[src/rtl/udp_i2c_slave.sv]
// I2C slave: 7-bit address match, byte write to rx_data, byte read from tx_data.
// Latency: bus events act 2 + FILT_LEN clks after the raw pad edge (synchronizer + glitch filter).
// Backpressure: none; tx_data must be valid at the SCL fall that follows a tx_req pulse.
module udp_i2c_slave #(
  parameter int FILT_LEN = 3
) (
  input  logic       clk,
  input  logic       rst,
  input  logic       scl_in,
  input  logic       sda_in,
  output logic       sda_oe,
  input  logic [6:0] slv_addr,
  output logic [7:0] rx_data,
  output logic       rx_valid,
  input  logic [7:0] tx_data,
  output logic       tx_req,
  output logic       start_det,
  output logic       stop_det,
  output logic       slv_busy,
  output logic       slv_rw
);

  localparam logic [2:0] FILT_MAX = 3'(FILT_LEN - 1);

  typedef enum logic [2:0] {
    IDLE, ADDR, ADDR_ACK, WR_DATA, WR_ACK, RD_DATA, RD_ACK, WAIT_STOP
  } state_t;

  // Two-flop synchronizers; preset to the idle bus level (high)
  logic [1:0] scl_sync, sda_sync;
  always_ff @(posedge clk or posedge rst) begin
    if (rst) begin
      scl_sync <= 2'b11;
      sda_sync <= 2'b11;
    end else begin
      scl_sync <= {scl_sync[0], scl_in};
      sda_sync <= {sda_sync[0], sda_in};
    end
  end

  // Glitch filter: a new level is accepted after FILT_LEN consecutive differing samples.
  // The accepted ("next") level is used directly so bus events are seen on the update edge.
  logic       scl_f, sda_f, scl_f_nxt, sda_f_nxt;
  logic [2:0] scl_cnt, sda_cnt, scl_cnt_nxt, sda_cnt_nxt;
  always_comb begin
    scl_f_nxt   = scl_f;
    sda_f_nxt   = sda_f;
    scl_cnt_nxt = 3'd0;
    sda_cnt_nxt = 3'd0;
    if (scl_sync[1] != scl_f) begin
      if (scl_cnt == FILT_MAX) scl_f_nxt = scl_sync[1];
      else                     scl_cnt_nxt = scl_cnt + 3'd1;
    end
    if (sda_sync[1] != sda_f) begin
      if (sda_cnt == FILT_MAX) sda_f_nxt = sda_sync[1];
      else                     sda_cnt_nxt = sda_cnt + 3'd1;
    end
  end

  // Filtered level and filter run-length registers
  always_ff @(posedge clk or posedge rst) begin
    if (rst) begin
      scl_f   <= 1'b1;
      sda_f   <= 1'b1;
      scl_cnt <= 3'd0;
      sda_cnt <= 3'd0;
    end else begin
      scl_f   <= scl_f_nxt;
      sda_f   <= sda_f_nxt;
      scl_cnt <= scl_cnt_nxt;
      sda_cnt <= sda_cnt_nxt;
    end
  end

  logic scl_rise, scl_fall, start_ev, stop_ev;
  assign scl_rise = ~scl_f & scl_f_nxt;
  assign scl_fall = scl_f & ~scl_f_nxt;
  assign start_ev = scl_f & scl_f_nxt & sda_f & ~sda_f_nxt;
  assign stop_ev  = scl_f & scl_f_nxt & ~sda_f & sda_f_nxt;

  state_t     state, state_nxt;
  logic [2:0] bit_cnt, bit_cnt_nxt;
  logic [6:0] shreg, shreg_nxt;
  logic [6:0] tx_shreg, tx_shreg_nxt;
  logic       ack_on, ack_on_nxt;
  logic       sda_oe_nxt, slv_busy_nxt, slv_rw_nxt;
  logic [7:0] rx_data_nxt, rx_byte;
  logic       rx_valid_nxt, tx_req_nxt, start_det_nxt, stop_det_nxt;

  // Protocol state, shift registers and registered outputs
  always_ff @(posedge clk or posedge rst) begin
    if (rst) begin
      state     <= IDLE;
      bit_cnt   <= 3'd0;
      shreg     <= 7'd0;
      tx_shreg  <= 7'd0;
      ack_on    <= 1'b0;
      sda_oe    <= 1'b0;
      slv_busy  <= 1'b0;
      slv_rw    <= 1'b0;
      rx_data   <= 8'h00;
      rx_valid  <= 1'b0;
      tx_req    <= 1'b0;
      start_det <= 1'b0;
      stop_det  <= 1'b0;
    end else begin
      state     <= state_nxt;
      bit_cnt   <= bit_cnt_nxt;
      shreg     <= shreg_nxt;
      tx_shreg  <= tx_shreg_nxt;
      ack_on    <= ack_on_nxt;
      sda_oe    <= sda_oe_nxt;
      slv_busy  <= slv_busy_nxt;
      slv_rw    <= slv_rw_nxt;
      rx_data   <= rx_data_nxt;
      rx_valid  <= rx_valid_nxt;
      tx_req    <= tx_req_nxt;
      start_det <= start_det_nxt;
      stop_det  <= stop_det_nxt;
    end
  end

  // Next-state and output logic; START/STOP override every state.
  // ack_on marks the second half of an ACK slot (driven on one fall, released on the next).
  always_comb begin
    state_nxt     = state;
    bit_cnt_nxt   = bit_cnt;
    shreg_nxt     = shreg;
    tx_shreg_nxt  = tx_shreg;
    ack_on_nxt    = ack_on;
    sda_oe_nxt    = sda_oe;
    slv_busy_nxt  = slv_busy;
    slv_rw_nxt    = slv_rw;
    rx_data_nxt   = rx_data;
    rx_valid_nxt  = 1'b0;
    tx_req_nxt    = 1'b0;
    start_det_nxt = start_ev;
    stop_det_nxt  = stop_ev;
    rx_byte       = {shreg, sda_f};

    if (start_ev) begin
      state_nxt    = ADDR;
      bit_cnt_nxt  = 3'd0;
      sda_oe_nxt   = 1'b0;
      slv_busy_nxt = 1'b0;
      ack_on_nxt   = 1'b0;
    end else if (stop_ev) begin
      state_nxt    = IDLE;
      sda_oe_nxt   = 1'b0;
      slv_busy_nxt = 1'b0;
      ack_on_nxt   = 1'b0;
    end else begin
      case (state)
        IDLE: ;
        ADDR: begin
          if (scl_rise) begin
            shreg_nxt   = rx_byte[6:0];
            bit_cnt_nxt = bit_cnt + 3'd1;
            if (bit_cnt == 3'd7) begin
              // Equality also covers general call: address 0 matches only when slv_addr is 0
              if (rx_byte[7:1] == slv_addr) begin
                slv_rw_nxt   = rx_byte[0];
                slv_busy_nxt = 1'b1;
                tx_req_nxt   = rx_byte[0];
                ack_on_nxt   = 1'b0;
                state_nxt    = ADDR_ACK;
              end else begin
                sda_oe_nxt = 1'b0;
                state_nxt  = WAIT_STOP;
              end
            end
          end
        end
        ADDR_ACK: begin
          if (scl_fall) begin
            if (!ack_on) begin
              sda_oe_nxt = 1'b1;
              ack_on_nxt = 1'b1;
            end else begin
              ack_on_nxt  = 1'b0;
              bit_cnt_nxt = 3'd0;
              if (slv_rw) begin
                tx_shreg_nxt = tx_data[6:0];
                sda_oe_nxt   = ~tx_data[7];
                state_nxt    = RD_DATA;
              end else begin
                sda_oe_nxt = 1'b0;
                state_nxt  = WR_DATA;
              end
            end
          end
        end
        WR_DATA: begin
          if (scl_rise) begin
            shreg_nxt   = rx_byte[6:0];
            bit_cnt_nxt = bit_cnt + 3'd1;
            if (bit_cnt == 3'd7) begin
              rx_data_nxt  = rx_byte;
              rx_valid_nxt = 1'b1;
              ack_on_nxt   = 1'b0;
              state_nxt    = WR_ACK;
            end
          end
        end
        WR_ACK: begin
          if (scl_fall) begin
            if (!ack_on) begin
              sda_oe_nxt = 1'b1;
              ack_on_nxt = 1'b1;
            end else begin
              sda_oe_nxt  = 1'b0;
              ack_on_nxt  = 1'b0;
              bit_cnt_nxt = 3'd0;
              state_nxt   = WR_DATA;
            end
          end
        end
        RD_DATA: begin
          // Bit 7 was driven on entry; falls 1..7 drive bits 6..0, fall 8 frees SDA for the master
          if (scl_fall) begin
            if (bit_cnt == 3'd7) begin
              sda_oe_nxt  = 1'b0;
              bit_cnt_nxt = 3'd0;
              ack_on_nxt  = 1'b0;
              state_nxt   = RD_ACK;
            end else begin
              sda_oe_nxt   = ~tx_shreg[6];
              tx_shreg_nxt = {tx_shreg[5:0], 1'b0};
              bit_cnt_nxt  = bit_cnt + 3'd1;
            end
          end
        end
        RD_ACK: begin
          if (scl_rise && !ack_on) begin
            if (!sda_f) begin
              tx_req_nxt = 1'b1;
              ack_on_nxt = 1'b1;
            end else begin
              slv_busy_nxt = 1'b0;
              sda_oe_nxt   = 1'b0;
              state_nxt    = WAIT_STOP;
            end
          end else if (scl_fall && ack_on) begin
            ack_on_nxt   = 1'b0;
            tx_shreg_nxt = tx_data[6:0];
            sda_oe_nxt   = ~tx_data[7];
            bit_cnt_nxt  = 3'd0;
            state_nxt    = RD_DATA;
          end
        end
        WAIT_STOP: sda_oe_nxt = 1'b0;
        default: begin
          sda_oe_nxt = 1'b0;
          state_nxt  = IDLE;
        end
      endcase
    end
  end

endmodule

[config.mk]
export PLATFORM = sky130hd
export DESIGN_NAME = udp_i2c_slave
export DESIGN_NICKNAME = d
export VERILOG_FILES = /design/src/rtl/udp_i2c_slave.sv
export SDC_FILE = /design/constraint.sdc
export NUM_CORES = 1
export LEC_CHECK = 0
export ABC_AREA = 1
export CELL_PAD_IN_SITES_DETAIL_PLACEMENT = 2
export CELL_PAD_IN_SITES_GLOBAL_PLACEMENT = 2
export CORE_MARGIN = 2
export CORE_UTILIZATION = 34
export CTS_BUF_LIST = sky130_fd_sc_hd__clkbuf_8 sky130_fd_sc_hd__clkbuf_16
export CTS_CLUSTER_DIAMETER = 50
export CTS_CLUSTER_SIZE = 24
export DETAILED_ROUTE_END_ITERATION = 8
export GPL_TIMING_DRIVEN = 1
export PLACE_DENSITY_LB_ADDON = 0.15
export SYNTH_ARGS = -nofsm -noshare
export SYNTH_HDL_FRONTEND = slang
export SYNTH_SLANG_ARGS = --single-unit
[constraint.sdc]
create_clock -name clk -period 2.95 [get_ports clk]
set_input_delay 0.295 -clock clk [delete_from_list [all_inputs] [get_ports clk]]
set_output_delay 0.295 -clock clk [all_outputs]
set_load 0.02 [all_outputs]
# Yosys cells after proc, flatten, opt, wreduce, memory -nomap -nowiden
# Cells that the tools add are included.
# classes
n_addsub	3
eq_ne	45
n_mux	92
bitwise_logic	15
n_reduce_logical	20
# ops
cell	n
$mux 3	30
$ne 4x4->1 const B	14
$mux 7	7
$mux 1	48
$pmux 7 s3	1
$pmux 3 s6	1
$reduce_and 9->1	2
$ne 2x2->1 const B	8
$reduce_bool 8->1	2
$eq 3x3->1 const B	5
$ne 5x5->1 const B	3
$reduce_and 13->1	1
$eq 3x2->1 const B	4
$pmux 3 s4	1
$reduce_and 6->1	2
$reduce_and 10->1	1
$add 3x1->3 const B	3
$ne 3x1->1 const B	3
$ne 3x3->1 const B	3
$not 1->1	8
$reduce_and 8->1	1
$and 1x1->1	7
$eq 7x7->1	1
$reduce_bool 7->1	1
14 further kinds	18
# word_totals
reg_bits	48
in_bits	19
out_inout_bits	15

# Longest topological paths before layout
# Gate-level depths: netlist of the first run.
# depth
ltp_word	11
mapped_depth	12
ltp_nobuf	12

# Worst setup path after synthesis of the first run
# OpenSTA, ideal clock, no wires.
# synth_timing
path_type	register -> register
start	register sda_sync[1]
end	register state[1]
setup_ns	0.117
arrival_time_ns	1.509
path_slack_ns	1.324
stages_incl_launch_ff	10
synth_period_minus_slack_ns	1.626
path_cell_list	dfstp_2 -> inv_1 -> nor2_1 -> nand3_1 -> a21oi_1 -> nor2_1 -> nor2_1 -> nand4_1 -> nand2_1 -> nand2_1
# synth_via
elab_chain_cells	6
elab_cells_between_ends	22
cone_classes	13 x eq/ne; 4 x mux; 3 x bitwise; 2 x reduce/logical
# synth_lines
item	line_no	rtl
start: declaration	30	logic [1:0] scl_sync, sda_sync;
start signal: assignment	37	sda_sync <= {sda_sync[0], sda_in};
$mux 1 or $ne 1x1->1 (tied branches)	55, 54	
$mux 1 *	54	if (sda_sync[1] != sda_f) begin
$not 1->1	78	assign start_ev = scl_f & scl_f_nxt & sda_f & ~sda_f_nxt;
$and 1x1->1	78	
$ne 5x5->1 (no line), or another cell as far along	--	
$reduce_and 13->1 (no line)	--	
end signal: assignment	107	state <= state_nxt;
end: declaration	81	state_t state, state_nxt;
# Mark *: on every way between the ends. The rest lies on a longest branch, timed or not.
# A chain may end at the register's enable or synchronous reset.

# Worst setup path in the final report of the first run
# layout_timing
start	register scl_cnt[0]
end	register tx_shreg[0]
# layout_via
elab_chain_cells	8
elab_cells_between_ends	20
cone_classes	5 x eq/ne; 2 x mux; 10 x bitwise; 3 x reduce/logical
# layout_lines
item	line_no	rtl
start: declaration	44	logic [2:0] scl_cnt, sda_cnt, scl_cnt_nxt, sda_cnt_nxt;
start signal: assignment	70	scl_cnt <= scl_cnt_nxt;
$eq 3x2->1 *	51	if (scl_cnt == FILT_MAX) scl_f_nxt = scl_sync[1];
$mux 1 *	51	
$mux 1 *	50	if (scl_sync[1] != scl_f) begin
$not 1->1 or $and 1x1->1 (tied branches)	77, 78, 79	
$and 1x1->1, on equally long branches	77, 78, 79	
$logic_and 1x1->1, or another cell as far along	243	end else if (scl_fall && ack_on) begin
$ne 2x2->1 (no line) or $not 1->1 (tied branches)	--	
$reduce_and 10->1 (no line) *	--	
end signal: assignment	110	tx_shreg <= tx_shreg_nxt;
end: declaration	84	logic [6:0] tx_shreg, tx_shreg_nxt;
# Marks and branches as above.

==> out/metrics.cfg, run 1 <==
[sta]
drv_slew = 0
fin_crit_sh_pct = 71.42
clock.fmax_mhz = 474.6
rsz0062_at_grt = no
worst_pin_slew_ns = 0.6331
setup_tns_ns = 0
setup_viol = 0
fin_skew_ns = 0.01477
period_needed_ns = 2.107
slew-limit-headroom_pct = 57.73
setup_slack_ns = 0.8431
finalHoldViolCount = 0

[power_and_ir_drop]
p_per_area_mw_per_mm2 = 939.4
ir_drop_v = 0.0002428
p_leak_uw = 0.001505

[critical_path]
cp_cell_sequence = inv_1, nand3_1, nor2_1, nand2_1, a211oi_4, nand3_1, o21ai_0
endpoint_kind = register
path_max_fanout = 14
arrival_ns = 2.33
cp.required_ns = 3.18
crit_path_start_kind = register
critical-path-max-stage-delay_ns = 0.56
slowest_stage = a211oi_4
worst_r2r_startpoint = scl_cnt[0]
worst-setup-path-type = register to register
path_delay_family = simple AND/OR/NAND/NOR gates
worst_path_most_repeated_cell = nand3_1
r2r_setup_slack_ns = 0.84
r2r_end = tx_shreg[0]
crit_cells = 7
rr_worst_depth = 7
critPathBufInv = 1

[place]
dpl.hpwl_mm = 5.940
dp_slack_ns = 0.8693
gp_congestion = 0.8203
port_buffers = 33

[cts]
numClockSinks = 48
insertion_delay_ns = 0.31
post_cts_buffers = 0
h-tree-depth = 2
clk_path_buf_depth = 2
hold_buffers = 0
cts_resized = 0
clkTransAtPathRegs_ns = 0.09
cts_tree = yes
root_buffer = clkbuf_8
numCtsBuffers = 5

[floorplanning]
core_area_mm2 = 0.007331
die_area_mm2 = 0.008339
io_pins = 34
initial_core_util_pct = 35.36
die_w_um = 91.32
die_y_um = 91.32
row_count = 31

[layout]
nets = 400
final_common_cell = nand2_1
antennaDiodeCount = 0
final_cell_mix = nand2_1 (96), inv_1 (43), dfrtp_1 (42), o21ai_0 (36), nor2_1 (34)
drive_above_1_share_pct = 8.684
area_growth_pct = 22.15

[global_routing]
grt_max_degree = 31
overflow = 0
track_usage_pct = 20.55
grt_pass1_vias = 2634
grt_pass1_wl_mm = 13.59
antenna_found_initial = 0

[logic_synthesis]
synth_cell_type_count = 33
syn_inst = 342
syn_avg_cell_area_um2 = 7.580
synth_fp_nets = 363
ys_seq_area_share_pct = 46.62
syn_area_mm2 = 0.002592
ys_ff_latch = 48
yosys_warnings = 0

[min_path]
hold_path.class = register to register
holdCritStartpoint = sda_sync[0]
hold_path_end = sda_sync[1]
min_delay_path_depth = 0

[detailed_routing]
wirelength_mm = 7.969
final_antenna_net_count = 0
drtIter0Drc = 71
via_per_inst = 5.010
vias = 2400
wl_per_cell_um = 16.64
drt_drc_violations_left = 0
first_pass_iters = 4

[run]
max_cap_viol_count = 0

[status]
outcome = complete, no violations

-- state kept, by name, summed over array words and instances, names as in the netlist, 2 cells and up --
register and flops:
bit_cnt 3, rx_data 8, scl_cnt 3, scl_sync 2, sda_cnt 3, sda_sync 2, shreg 7, state 3
tx_shreg 7
-- worst max path at each step --
stage	from	to	slack (ns)
final	scl_cnt[0]	tx_shreg[0]	0.84
after global routing	scl_cnt[0]	tx_shreg[6]	0.56
after CTS	scl_cnt[0]	tx_shreg[0]	0.81
after detailed placement	scl_cnt[0]	tx_shreg[2]	0.87
after global placement	scl_cnt[0]	tx_shreg[0]	0.98
after floorplan	sda_sync[1]	state[1]	1.32
-- metrics by stage --
step / std cells / area [um2] / util [%] / hold slack (ns) / power (uW)
6_report: 479 / 3167 / 43.20 / 0.3619 / 2975
5_1_grt: 479 / 3167 / 43.20 / 0.3716 / 3247
4_1_cts: 479 / 3167 / 43.20 / 0.3654 / 3014
3_5_place_dp: 471 / 3034 / 41.39 / 0.3499 / 2394
3_3_place_gp: 471 / 3034 / 41.39 / 0.3489 / 2314
2_1_floorplan: 342 / 2592 / - / 0.2995 / 1994
-- report_power, final --
part / internal (uW) / total (uW) / switching [uW]
clock: 336 / 581 / 245
combinational: 455 / 1410 / 955
sequential: 826 / 983 / 157
total: 1620 / 2980 / 1360
-- synthesized netlist by cell type, drive strengths merged --
| cell | number | area share (%) |
|---|---|---|
| nand2 | 99 | 15 |
| inv | 47 | 6.8 |
| dfrtp | 42 | 41 |
| nor2 | 41 | 7.4 |
| o21ai | 39 | 7.7 |
| nand3 | 27 | 5.4 |
| a21oi | 8 | 1.5 |
| dfstp | 6 | 6.1 |
| nand4 | 6 | 1.4 |
| xnor2 | 6 | 2.0 |
| clkbuf | 3 | 0.43 |
| buf | 2 | 0.63 |
| ha | 2 | 0.97 |
| nor3 | 2 | 0.39 |
| nor3b | 2 | 0.58 |
| o211ai | 2 | 0.58 |
| a211oi | 1 | 0.77 |
| a21o | 1 | 0.29 |
| a31oi | 1 | 0.24 |
| nand3b | 1 | 0.29 |
| o22ai | 1 | 0.24 |
| o31ai | 1 | 0.29 |
| or2 | 1 | 0.24 |
| xor2 | 1 | 0.34 |
-- cells by family after synthesis --
logic type      share of synthesized area, %
compound gates                         11.63
xor+xnor                               2.365
fa+ha+maj                             0.9651
buf+inv                                7.866
flops                                  46.62
simple gates                           30.55
-- area by class of cell --
cell class,instances,area (um2)
fill,856,4164
sequential,48,1209
multi-input combinational,242,1180
timing repair buffer,35,345.3
inverter,47,176.4
tap,99,123.9
clock buffer,5,68.82
clock inverter,3,63.81
-- per-layer routing --
| metal | part of all wire, % | routed length, um | GRT usage (%) | vias to the layer above |
|---|---|---|---|---|
| li1 | - | - | - | 1158 |
| met1 | 44 | 3519 | 25.87 | 1209 |
| met2 | 53 | 4207 | 37.16 | 26 |
| met3 | 2.0 | 156 | 2.739 | 7 |
| met4 | 1.1 | 85 | 4.924 | 0 |
| met5 | 0 | 0 | 0 | - |
Note: power is estimated with default switching activity, not from simulation.
==> run 2: changes to the inputs <==
- CORE_UTILIZATION: 34 -> 29
- clock period: 2.95 -> 1.7 ns (I/O delays scaled with it)
==> out/metrics.cfg, run 2 (synthesis results as in run 1) <==
[status]
outcome = complete, but fails checks
violations = setup timing

[power_and_ir_drop]
ir_drop_v = 0.0006900  ; +180%
total_power_uw = 6909  ; +130%
p_per_area_mw_per_mm2 = 1719  ; +83%
p_leak_uw = 0.001846  ; +23%

[layout]
drive_above_1_share_pct = 35.67  ; +27 points
final_cell_mix = nand2_1 (82), buf_4 (52), dfrtp_1 (40), inv_1 (33), clkdlybuf4s50_1 (33)
post-route-util_pct = 46.31  ; +3.1 points
final_cells = 551  ; +15%
regArea_mm2 = 0.001211  ; +0.21%
largest_reg_flops = 8  ; unchanged
area_growth_pct = 55.02
final_area_mm2 = 0.004019  ; +27%
reg.largest.list = rx_data: 8 flops, shreg: 7 flops, tx_shreg: 7 flops
nets = 463  ; +16%
multi_input_area_mm2 = 0.001485  ; +26%
antennaDiodeCount = 0  ; unchanged
fillers = 957  ; +12%
final_common_cell = nand2_1
top_register = rx_data

[critical_path]
worst_r2r_startpoint = state[1]
r2r_end = state[2]
critical-path-max-stage-delay_ns = 0.46  ; -0.10 ns
rr_worst_depth = 10  ; +3
path_max_fanout = 4  ; -10
crit_path_start_kind = register
critPathBufInv = 2  ; +1
cp_cell_sequence = buf_4, nand2_2, nand2_1, inv_1, nand3_1, nand2_1, o21ai_2, nand4_1, nand2_1, nand2_1
slowest_stage = dfrtp_1
endpoint_kind = register
cp.required_ns = 1.91  ; -1.27 ns
crit_cells = 10  ; +3
worst-setup-path-type = register to register
worst_path_most_repeated_cell = nand2_1
path_delay_family = simple AND/OR/NAND/NOR gates
arrival_ns = 2.05  ; -0.28 ns
r2r_setup_slack_ns = -0.15  ; -0.99 ns

[floorplanning]
die_area_mm2 = 0.009712  ; +16%
row_count = 34  ; +9.7%
io_pins = 34  ; unchanged
initial_core_util_pct = 29.87  ; -5.5 points
core_area_mm2 = 0.008678  ; +18%
die_w_um = 98.55  ; +7.9%
die_y_um = 98.55  ; +7.9%

[global_routing]
grt_max_degree = 49  ; +58%
track_usage_pct = 20.36  ; -0.18 points
met2_usage_pct = 38.46  ; +1.3 points
grtUsageMet1_pct = 24.40  ; -1.5 points
grt_pass1_wl_mm = 15.72  ; +16%
overflow = 0  ; unchanged
grt_pass1_vias = 3083  ; +17%
use_met3_pct = 2.624  ; -0.11 points
antenna_found_initial = 0  ; unchanged
grt-busiest-layer = met2

[cts]
clk_path_buf_depth = 2  ; unchanged
h-tree-depth = 2  ; unchanged
cts_tree = yes
root_buffer = clkbuf_8
insertion_delay_ns = 0.32  ; about the same
numCtsBuffers = 5  ; unchanged
clkTransAtPathRegs_ns = 0.12  ; +0.03 ns
numClockSinks = 48  ; unchanged

[detailed_routing]
via_per_inst = 5.038  ; +0.55%
drtIter0Drc = 51  ; -28%
vias = 2776  ; +16%
wl_per_cell_um = 18.70  ; +12%
first_pass_iters = 4  ; unchanged
wirelength_mm = 10.30  ; +29%
final_antenna_net_count = 0  ; unchanged
drt_drc_violations_left = 0  ; unchanged

[sta]
setup_tns_ns = -0.5238  ; -0.5238 ns
setup_slack_ns = -0.1489  ; -0.9920 ns
setup_viol = 6  ; +6
finalHoldViolCount = 0  ; unchanged
fin_skew_ns = 0.01694  ; +0.002170 ns
rsz0062_at_grt = yes
slew-limit-headroom_pct = 79.24  ; +22 points
fin_crit_sh_pct = 108.8  ; +37 points
period_needed_ns = 1.849  ; -0.2580 ns
clock.fmax_mhz = 540.9  ; +14%
worst_pin_slew_ns = 0.3103  ; -0.3228 ns
drv_slew = 0  ; unchanged

[run]
max_cap_viol_count = 0  ; unchanged

[place]
port_buffers = 33  ; unchanged
dpl.hpwl_mm = 6.838  ; +15%
dp.cells = 533  ; +13%
dpl_cell_area_mm2 = 0.003481  ; +15%
gp_congestion = 0.8135  ; -0.83%

[min_path]
hold_path.class = primary input to async pin

-- run 2: power breakdown --
group	internal [uW]	switching (uW)	leakage (uW)
combinational	1750	2590	0.00117
sequential	1440	212	0.000621
clock	445	465	0.0000548
total	3640	3270	0.00185
-- run 2: layout make-up --
cell class	count	area share, %
multi-input cells	242	36.96
repair buffers	98	22.23
clock buffers	5	1.712
inverters	47	4.452
flip-flops and latches	48	30.14
clock inverters	3	1.152
well taps	108	3.362
-- run 2: per-stage QoR --
stage | hold slack, ns | worst slack (ns)
finish | 0.2016 | -0.1489
global route | 0.2371 | -0.2285
CTS | 0.2223 | -0.01550
detailed placement | 0.3498 | -0.1541
global placement | 0.3481 | -0.07174
floorplan | 0.1745 | 0.07350
-- run 2: what timing repair did --
| item | in CTS | in global routing |
|---|---|---|
| hold buffers | 0 | 0 |
| gates resized for setup | 39 | 64 |
| setup endpoints to repair | 24 | 24 |
| pin swaps | 13 | 17 |
| setup buffers | 7 | 3 |
-- run 2: how the worst max path moves through the flow --
stage | start | end | slack [ns]
after detailed placement | state[0] | state[0] | -0.15
after global placement | state[2] | state[0] | -0.07
after CTS | sda_f | state[0] | -0.02
final | state[1] | state[2] | -0.15
after floorplan | sda_sync[1] | state[1] | 0.07
after global routing | state[1] | state[2] | -0.23
-- run 2: tightest hold or removal path, cell delays in order --
cell	delay, ns
clkdlybuf4s50_1	0.42
inv_2	0.07
buf_12	0.26
-- run 2: routing by layer --
layer	up-vias	routed length [um]	share of wire, %
li1	1292	-	-
met1	1419	4259	41
met2	49	5537	54
met3	16	308	3.0
met4	0	197	1.9
met5	-	0	0
==> run 3: changes to the inputs <==
- CTS_CLUSTER_SIZE: 24 -> unset
==> results of run 3 <==
No change in the layout: final DEF, timing and power equal those of run 2.
